==> config.mk <==
export PLATFORM = sky130hd
export DESIGN_NAME = urv_iram_loader
export DESIGN_NICKNAME = d
export VERILOG_FILES = /design/src/rtl/urv_loader_pkg.sv /design/src/rtl/urv_loader_timeout.sv /design/src/rtl/urv_iram_loader.sv
export SDC_FILE = /design/constraint.sdc
export NUM_CORES = 1
export LEC_CHECK = 0
export ABC_AREA = 1
export CELL_PAD_IN_SITES_DETAIL_PLACEMENT = 1
export CELL_PAD_IN_SITES_GLOBAL_PLACEMENT = 1
export CORE_MARGIN = 2
export CORE_UTILIZATION = 44
export DETAILED_ROUTE_END_ITERATION = 10
export PLACE_DENSITY = 0.91
export SYNTH_ARGS = -nofsm -noshare
export SYNTH_HDL_FRONTEND = slang
export SYNTH_SLANG_ARGS = --single-unit
==> constraint.sdc <==
create_clock -name clk_i -period 9.43 [get_ports clk_i]
set_clock_uncertainty 0.2 [all_clocks]
set_input_delay 2.3575 -clock clk_i [delete_from_list [all_inputs] [get_ports clk_i]]
set_output_delay 2.3575 -clock clk_i [all_outputs]
set_load 0.05 [all_outputs]
==> src/rtl/urv_loader_pkg.sv <==
// Shared types and helpers for the IRAM boot loader: state encoding,
// command/response codes and the ACK/NAK decision.
package urv_loader_pkg;

  typedef enum logic [2:0] {
    ST_IDLE,
    ST_CMD,
    ST_ADDR,
    ST_LEN,
    ST_DATA,
    ST_CSUM,
    ST_RESP
  } loader_state_e;

  localparam logic [7:0] CMD_WRITE = 8'h01;
  localparam logic [7:0] CMD_BOOT  = 8'h02;
  localparam logic [7:0] RSP_ACK   = 8'h06;
  localparam logic [7:0] RSP_NAK   = 8'h15;

  // All frame-level error conditions collapse into one response byte.
  function automatic logic [7:0] resp_sel(input logic [7:0] cmd,
                                          input logic       sum_ok,
                                          input logic       len_zero,
                                          input logic       bad_align,
                                          input logic       bad_range);
    logic [7:0] r;
    r = RSP_NAK;
    if (sum_ok) begin
      case (cmd)
        CMD_WRITE: r = (bad_align || bad_range) ? RSP_NAK : RSP_ACK;
        CMD_BOOT:  r = len_zero ? RSP_ACK : RSP_NAK;
        default:   r = RSP_NAK;
      endcase
    end
    return r;
  endfunction

endpackage

==> src/rtl/urv_loader_timeout.sv <==
// Inter-byte watchdog: loadable down-counter with clear and a one-cycle
// registered expiry pulse when it runs out.
module urv_loader_timeout #(
  parameter int unsigned g_timeout = 1000000
) (
  input  logic clk_i,
  input  logic rst_i,
  input  logic clear_i,
  input  logic load_i,
  output logic expire_o
);

  localparam int unsigned W = $clog2(g_timeout + 1);

  logic [W-1:0] cnt;

  always_ff @(posedge clk_i or posedge rst_i) begin
    if (rst_i) begin
      cnt      <= '0;
      expire_o <= 1'b0;
    end else begin
      expire_o <= 1'b0;
      if (clear_i) begin
        cnt <= '0;
      end else if (load_i) begin
        cnt <= W'(g_timeout);
      end else if (cnt != '0) begin
        cnt      <= cnt - 1'b1;
        expire_o <= (cnt == W'(1));
      end
    end
  end

endmodule

==> src/rtl/urv_iram_loader.sv <==
// UART byte-stream boot loader: decodes framed WRITE/BOOT commands, streams
// words into IRAM port B and holds the CPU in reset until a good BOOT.
module urv_iram_loader import urv_loader_pkg::*; #(
  parameter int unsigned g_size      = 65536,
  parameter logic [7:0]  g_sync_byte = 8'hA5,
  parameter int unsigned g_timeout   = 1000000
) (
  input  logic        clk_i,
  input  logic        rst_i,
  input  logic        rx_valid_i,
  input  logic [7:0]  rx_data_i,
  output logic        rx_ready_o,
  output logic        tx_valid_o,
  output logic [7:0]  tx_data_o,
  input  logic        tx_ready_i,
  output logic        en_o,
  output logic        we_o,
  output logic [31:0] addr_o,
  output logic [3:0]  bwe_o,
  output logic [31:0] d_o,
  output logic        cpu_rst_o,
  output logic        busy_o
);

  localparam logic [32:0] WORDS = 33'(g_size / 4);

  loader_state_e state;
  logic [7:0]  cmd_q, csum_q, sum;
  logic [31:0] base_q, addr_q, word_q, word_nx;
  logic [15:0] len_q, wcnt_q, len_nx;
  logic [1:0]  bcnt_q;
  logic        acc, bad_align, bad_range, wr_ok;
  logic        tmo_clear, tmo_load, tmo_exp;

  assign acc       = rx_valid_i & rx_ready_o;
  assign sum       = csum_q + rx_data_i;
  assign len_nx    = {rx_data_i, len_q[15:8]};
  assign word_nx   = {rx_data_i, word_q[31:8]};
  assign bad_align = (base_q[1:0] != 2'b00);
  // 33-bit sum so a huge LEN near the top of the address space cannot wrap.
  assign bad_range = ({3'b000, base_q[31:2]} + {17'b0, len_q}) > WORDS;
  assign wr_ok     = (cmd_q == CMD_WRITE) && !bad_align && !bad_range;
  assign busy_o    = (state != ST_IDLE);

  assign tmo_clear = ((state == ST_IDLE) && !(acc && rx_data_i == g_sync_byte)) ||
                     (state == ST_RESP) || ((state == ST_CSUM) && acc);
  assign tmo_load  = acc && !tmo_clear;

  urv_loader_timeout #(.g_timeout(g_timeout)) u_timeout (
    .clk_i    (clk_i),
    .rst_i    (rst_i),
    .clear_i  (tmo_clear),
    .load_i   (tmo_load),
    .expire_o (tmo_exp)
  );

  always_ff @(posedge clk_i or posedge rst_i) begin
    if (rst_i) begin
      state      <= ST_IDLE;
      rx_ready_o <= 1'b1;
      tx_valid_o <= 1'b0;
      tx_data_o  <= '0;
      en_o       <= 1'b0;
      we_o       <= 1'b0;
      addr_o     <= '0;
      bwe_o      <= '0;
      d_o        <= '0;
      cpu_rst_o  <= 1'b1;
      cmd_q      <= '0;
      csum_q     <= '0;
      base_q     <= '0;
      addr_q     <= '0;
      word_q     <= '0;
      len_q      <= '0;
      wcnt_q     <= '0;
      bcnt_q     <= '0;
    end else begin
      en_o  <= 1'b0;
      we_o  <= 1'b0;
      bwe_o <= '0;
      if (tmo_exp && state != ST_IDLE && state != ST_RESP) begin
        state <= ST_IDLE;
      end else begin
        case (state)
          ST_IDLE: if (acc && rx_data_i == g_sync_byte) state <= ST_CMD;
          ST_CMD: if (acc) begin
            cmd_q  <= rx_data_i;
            csum_q <= rx_data_i;
            bcnt_q <= '0;
            wcnt_q <= '0;
            if (rx_data_i == CMD_WRITE) cpu_rst_o <= 1'b1;
            state  <= ST_ADDR;
          end
          ST_ADDR: if (acc) begin
            csum_q <= sum;
            base_q <= {rx_data_i, base_q[31:8]};
            bcnt_q <= bcnt_q + 2'd1;
            if (bcnt_q == 2'd3) begin
              addr_q <= {rx_data_i, base_q[31:8]};
              state  <= ST_LEN;
            end
          end
          ST_LEN: if (acc) begin
            csum_q <= sum;
            len_q  <= len_nx;
            bcnt_q <= bcnt_q + 2'd1;
            if (bcnt_q[0]) begin
              bcnt_q <= '0;
              state  <= (len_nx == '0) ? ST_CSUM : ST_DATA;
            end
          end
          ST_DATA: if (acc) begin
            csum_q <= sum;
            word_q <= word_nx;
            bcnt_q <= bcnt_q + 2'd1;
            if (bcnt_q == 2'd3) begin
              // Rejected frames still drain their payload, just without writes.
              if (wr_ok) begin
                en_o   <= 1'b1;
                we_o   <= 1'b1;
                bwe_o  <= 4'hF;
                d_o    <= word_nx;
                addr_o <= addr_q;
                addr_q <= addr_q + 32'd4;
              end
              wcnt_q <= wcnt_q + 16'd1;
              if (wcnt_q + 16'd1 == len_q) state <= ST_CSUM;
            end
          end
          ST_CSUM: if (acc) begin
            csum_q     <= sum;
            tx_data_o  <= resp_sel(cmd_q, sum == 8'h00, len_q == '0, bad_align, bad_range);
            tx_valid_o <= 1'b1;
            rx_ready_o <= 1'b0;
            if (cmd_q == CMD_BOOT && len_q == '0 && sum == 8'h00) cpu_rst_o <= 1'b0;
            state      <= ST_RESP;
          end
          ST_RESP: if (tx_ready_i) begin
            tx_valid_o <= 1'b0;
            rx_ready_o <= 1'b1;
            state      <= ST_IDLE;
          end
          default: state <= ST_IDLE;
        endcase
      end
    end
  end

endmodule
# Yosys cells after proc, flatten, opt, wreduce, memory -nomap -nowiden
# Cells that the tools add are included.
# op_classes
addsub	6
order_cmp	1
eq_ne	38
muxes	63
bitwise	2
n_reduce_logical	46
# op_table
cell	n
2-to-1 mux 32 bit	5
one-hot mux 32 bit (2 select lines)	1
2-to-1 mux 20 bit	3
2-to-1 mux 16 bit	3
2-to-1 mux 3 bit	12
adder 32 x 3 -> 32 bit, second input constant	1
zero test 16 bit	2
one-hot mux 16 bit (2 select lines)	1
adder 30 x 16 -> 31 bit	1
greater-than comparator 31 x 15 -> 1 bit, second input constant	1
inequality test 3 bit, second input constant	9
one-hot mux 3 bit (7 select lines)	1
equality test 20 x 1 -> 1 bit, second input constant	1
2-to-1 mux 4 bit	5
inequality test 2 bit, second input constant	10
nonzero test 20 bit	1
subtractor 20 x 1 -> 20 bit, second input constant	1
2-to-1 mux 1 bit	17
adder 16 x 1 -> 16 bit, second input constant	1
equality test 16 bit	1
equality test 8 x 1 -> 1 bit, second input constant	2
2-to-1 mux 8 bit	2
one-hot mux 8 bit (2 select lines)	1
2-to-1 mux 5 bit	3
32 further kinds	71
# word_totals
ff_bits	250
output_inout_bits	82
wordCells	175

# Logic depth before layout (Yosys ltp)
# logic_depth
ltp_word	10
depth_mapped	22
depth_no_buf	21

# Hierarchy
# A second synthesis with hierarchy kept.
# hier_totals
hier_cells	1825
area_unflattened_um2	13397.8
# by_module_without_submodules
mod	n_inst	cells_each	area_per_inst_um2	seq_area_each_um2
urv_iram_loader	1	1621	11965.2	5307.6
urv_loader_timeout	1	204	1432.6	525.5

# Worst setup path after synthesis
# Ideal clock, no wire load.
# synth_timing
path_type	input-to-reg
start	input port rx_data_i[0]
end	register tx_data_o[0]
setup_time_ns	0.119
arrival_ns	3.951
required_time_ns	9.111
slack_ns	5.160
path_stages	13
path_buffers	0
path_cell_list	ha_1 -> inv_1 -> fa_1 -> o21ai_0 -> a21oi_1 -> nor2_1 -> nor2_1 -> xor2_1 -> nand4_1 -> nor2_1 -> nand3_1 -> nand2_1 -> nor2_1
# synth_via
elab_chain_len	3
# synth_lines
element	line	source
from (decl)	urv_iram_loader.sv:11	input logic [7:0] rx_data_i,
adder 8 bit	urv_iram_loader.sv:36	assign sum = csum_q + rx_data_i;
zero test 8 bit	urv_iram_loader.sv:132	tx_data_o <= resp_sel(cmd_q, sum == 8'h00, len_q == '0, bad_align, bad_range);
2-to-1 mux 5 bit	urv_loader_pkg.sv:28	if (sum_ok) begin
to (signal assigned)	urv_iram_loader.sv:132	
to (decl)	urv_iram_loader.sv:14	output logic [7:0] tx_data_o,
# Every way passes these cells.
# A chain may end at the register's enable or synchronous reset.

# Worst setup path after layout
# layout_timing
start	register state[1]
end	register csum_q[7]
# layout_via
elab_chain_len	5
word_cells_on_any_way	16
# layout_lines
element	line	source
from (decl)	urv_iram_loader.sv:27	loader_state_e state;
from (signal assigned)	urv_iram_loader.sv:109	state <= (len_nx == '0) ? ST_CSUM : ST_DATA;
parallel branches: the longest is 5 deep, another holds OR reduction 4 bit	n/a	
to (signal assigned)	urv_iram_loader.sv:88	csum_q <= rx_data_i;
to (signal assigned)	urv_iram_loader.sv:95	csum_q <= sum;
to (signal assigned)	urv_iram_loader.sv:104	csum_q <= sum;
to (decl)	urv_iram_loader.sv:28	logic [7:0] cmd_q, csum_q, sum;
# Several ways; the timed one is not identified.

==> flow_metrics.env <==
export IMPL_grt_max_degree=83
export IMPL_gp_congestion=0.919
export IMPL_netlist_area_um2=13200
export IMPL_ys_seq_area_share_pct=44.1
export IMPL_drtAntennaViolNets=0
export IMPL_cts_root_buf="clkbuf_16"
export IMPL_drt_iter0_drc=994
export IMPL_min_period_over_period_pct=53.2
export IMPL_area_delta_synth_final_pct=15.8
export IMPL_drc=0
export IMPL_final_hold_violation_count=0
export IMPL_dieWidth_um=177
export IMPL_insertedDiodeCount=0
export IMPL_cpMaxStageDelayCell="nand2_1"
export IMPL_port_buffers=89
export IMPL_required_ps=9650
export IMPL_num_io_pins=94
export IMPL_post_synth_top_count_cell="nand2_1"
export IMPL_clkSinkCount=233
export IMPL_worst_pin_slew_ps=1030
export IMPL_combPwrFrac_pct=37.8
export IMPL_synthArstFlopShare_pct=100
export IMPL_cts_repair_resized=0
export IMPL_coreArea_um2=29600
export IMPL_status="complete, no violations"
export IMPL_start_util_pct=44.6
export IMPL_placed_cell_area_um2=14300
export IMPL_power_clock_fraction_pct=26.5
export IMPL_ctsHoldBuffers=0
export IMPL_rr_worst_depth=13
export IMPL_die_area_um2=31400
export IMPL_synth_edf_count=0
export IMPL_yosys_area_top_type="dfrtp_1"
export IMPL_syn_inst=1751
export IMPL_critPathBufInv=5
export IMPL_p_leak_nw=7.41
export IMPL_ir_worst_vdd_uv=221
export IMPL_worstPathCellList="nor2_1 -> nand2_1 -> inv_2 -> nor2_1 -> inv_1 -> nor2_1 -> inv_1 -> nor2_1 -> inv_1 -> o21ai_4 -> inv_1 -> o21ai_0 -> o21ai_0"
export IMPL_grt_pass1_wl_um=73000
export IMPL_cp_end_kind="flip-flop"
export IMPL_max_stage_delay_ps=730
export IMPL_switching_share_pct=43.6
export IMPL_synth_avg_cell_area_um2=7.55
export IMPL_final_area_um2=15300
export IMPL_cp_arrival_ps=5230
export IMPL_finalSetupViolations=0
export IMPL_drive_above_1_share_pct=6.76
export IMPL_die_h_um=177
export IMPL_cts_buffers=26
export IMPL_max_cap_viol_count=0
export IMPL_cts_tree="built"
export IMPL_final_nets=1856
export IMPL_p_switching_mw=1.96
export IMPL_synth_ff_type="dfrtp_1"
export IMPL_min_period_ps=5020
export IMPL_report_final_slew_viol_count=0
export IMPL_clk_pin_slew_ps=70
export IMPL_synth_common_cells="528 x nand2_1, 231 x dfrtp_1, 202 x inv_1"
export IMPL_cp_max_fo=52
export IMPL_hpwlAfterDp_um=29400
export IMPL_ys_types=47
export IMPL_grt_usage_pct=29.0
export IMPL_rsz0062_at_grt="no"
export IMPL_cts_path_max_buffers=3
export IMPL_slew_headroom_pct=30.9
export IMPL_wl_per_cell_um=20.2
export IMPL_hold_path_class="flip-flop to flip-flop"
export IMPL_synth_area_leaders="dfrtp_1 44%, nand2_1 15%, inv_1 5.7%"
export IMPL_clk_latency_ps=560
export IMPL_clock_fmax_ghz=0.199
export IMPL_whs_path_depth=2
export IMPL_finalSetupTns_ps=0
export IMPL_firstDrtPassIters=5
export IMPL_antenna_found_initial=0
export IMPL_ys_warn_count=0
export IMPL_path_class="flip-flop to flip-flop"
export IMPL_cp_top_family="simple AND/OR/NAND/NOR gates"
export IMPL_seq_power_share_pct=35.7
export IMPL_synth_top_area_share_pct=43.7
export IMPL_grt_pass1_vias=13700
export IMPL_p_int_mw=2.54
export IMPL_rows=63
export IMPL_via_per_inst=5.76
export IMPL_cts_setup_buffers=0
export IMPL_worstSetupStartpointType="flip-flop"
export IMPL_ctsHtreeMaxLevel=1
export IMPL_grt_ovfl_total=0
export IMPL_vias=12800
export IMPL_cp_num_cells=13
export IMPL_wl_um=44800
export IMPL_ys_ff_latch=233
export IMPL_p_per_area_nw_per_um2=294
-- layout by cell type, fill, tap and decap left out, types with 11 or more instances in the layout --
| master | count |
|---|---|
| dfrtp_1 | 231 |
| o21ai_2 | 27 |
| inv_1 | 201 |
| clkbuf_16 | 26 |
| nor2_1 | 134 |
| o21ai_0 | 123 |
| nor3_1 | 27 |
| nand3_1 | 89 |
| a21oi_1 | 52 |
| nand2_1 | 528 |
| nand4_1 | 61 |
| xnor2_1 | 13 |
| nor4_1 | 25 |
| xor2_1 | 37 |
| o21ai_1 | 12 |
| ha_1 | 29 |
| o22ai_1 | 11 |
| nand2_2 | 17 |
| clkdlybuf4s50_1 | 89 |
-- metrics by stage --
stage | hold slack [ps] | util, % | setup WS (ps) | power (mW) | cells
2_1_floorplan | 242 | - | 486 | 2.71 | 1754
3_3_place_gp | 257 | 48.3 | 4340 | 3.11 | 2175
3_5_place_dp | 256 | 48.3 | 4150 | 3.23 | 2175
4_1_cts | 268 | 51.6 | 4540 | 4.48 | 2223
5_1_grt | 291 | 51.6 | 4070 | 4.79 | 2223
6_report | 270 | 51.6 | 4410 | 4.50 | 2223
-- logic make-up after synthesis --
logic type	Yosys count	share of synthesized area (%)
AND/OR/NAND/NOR	904	29.3
buffers and inverters	273	8.74
AO/OA/AOI/OAI	257	11.3
flip-flops	233	44.1
XOR/XNOR	50	3.31
adder cells (fa/ha/maj)	31	3.05
multiplexers	2	0.170
other	1	0.0284
-- power by group through the flow --
stage | Clock [mW] | Sequential, mW | Combinational, mW
3_3_place_gp | 0 | 1.58 | 1.53
5_1_grt | 1.25 | 1.63 | 1.91
4_1_cts | 1.20 | 1.60 | 1.69
2_1_floorplan | 0 | 1.51 | 1.20
6_report | 1.19 | 1.61 | 1.70
3_5_place_dp | 0 | 1.60 | 1.64
-- state kept, by name, indices dropped and copies added (netlist names), 8 cells and up --
name,count
addr_o,32
addr_q,32
base_q,32
cmd_q,8
csum_q,8
d_o,32
len_q,16
u_timeout.cnt,20
wcnt_q,16
word_q,24
-- area by class of cell --
class | count | area (um^2)
inverters | 208 | 790
clock inverters | 21 | 328
clock buffers | 27 | 664
fillers | 3639 | 14300
repair buffers | 96 | 943
well taps | 390 | 488
flip-flops and latches | 233 | 5830
multi-input cells | 1248 | 6260
-- layer usage --
metal | track usage, % | share of wire [%]
met3 | 3.88 | 5.2
met2 | 50.3 | 50
met5 | 0 | 0
met4 | 11.0 | 3.6
met1 | 36.9 | 41
-- worst register-to-register path: cells and delay by family, from the launching register on --
kind / cells / cell delay, ps
AO/OA/AOI/OAI: 3 / 640
buffers and inverters: 5 / 1460
flip-flops: 1 / 470
AND/OR/NAND/NOR: 5 / 2140
-- final timing paths --
kind	to	slack, ps	start
setup / recovery	csum_q[7]	4410	state[1]
hold / removal	addr_o[1]	270	addr_q[1]
setup reg to reg	csum_q[7]	4410	state[1]
hold reg to reg	addr_o[1]	270	addr_q[1]
max in group asynchronous	base_q[1]	5430	rst_i
min in group asynchronous	addr_o[31]	2080	rst_i
(Power assumes the default switching activity.)
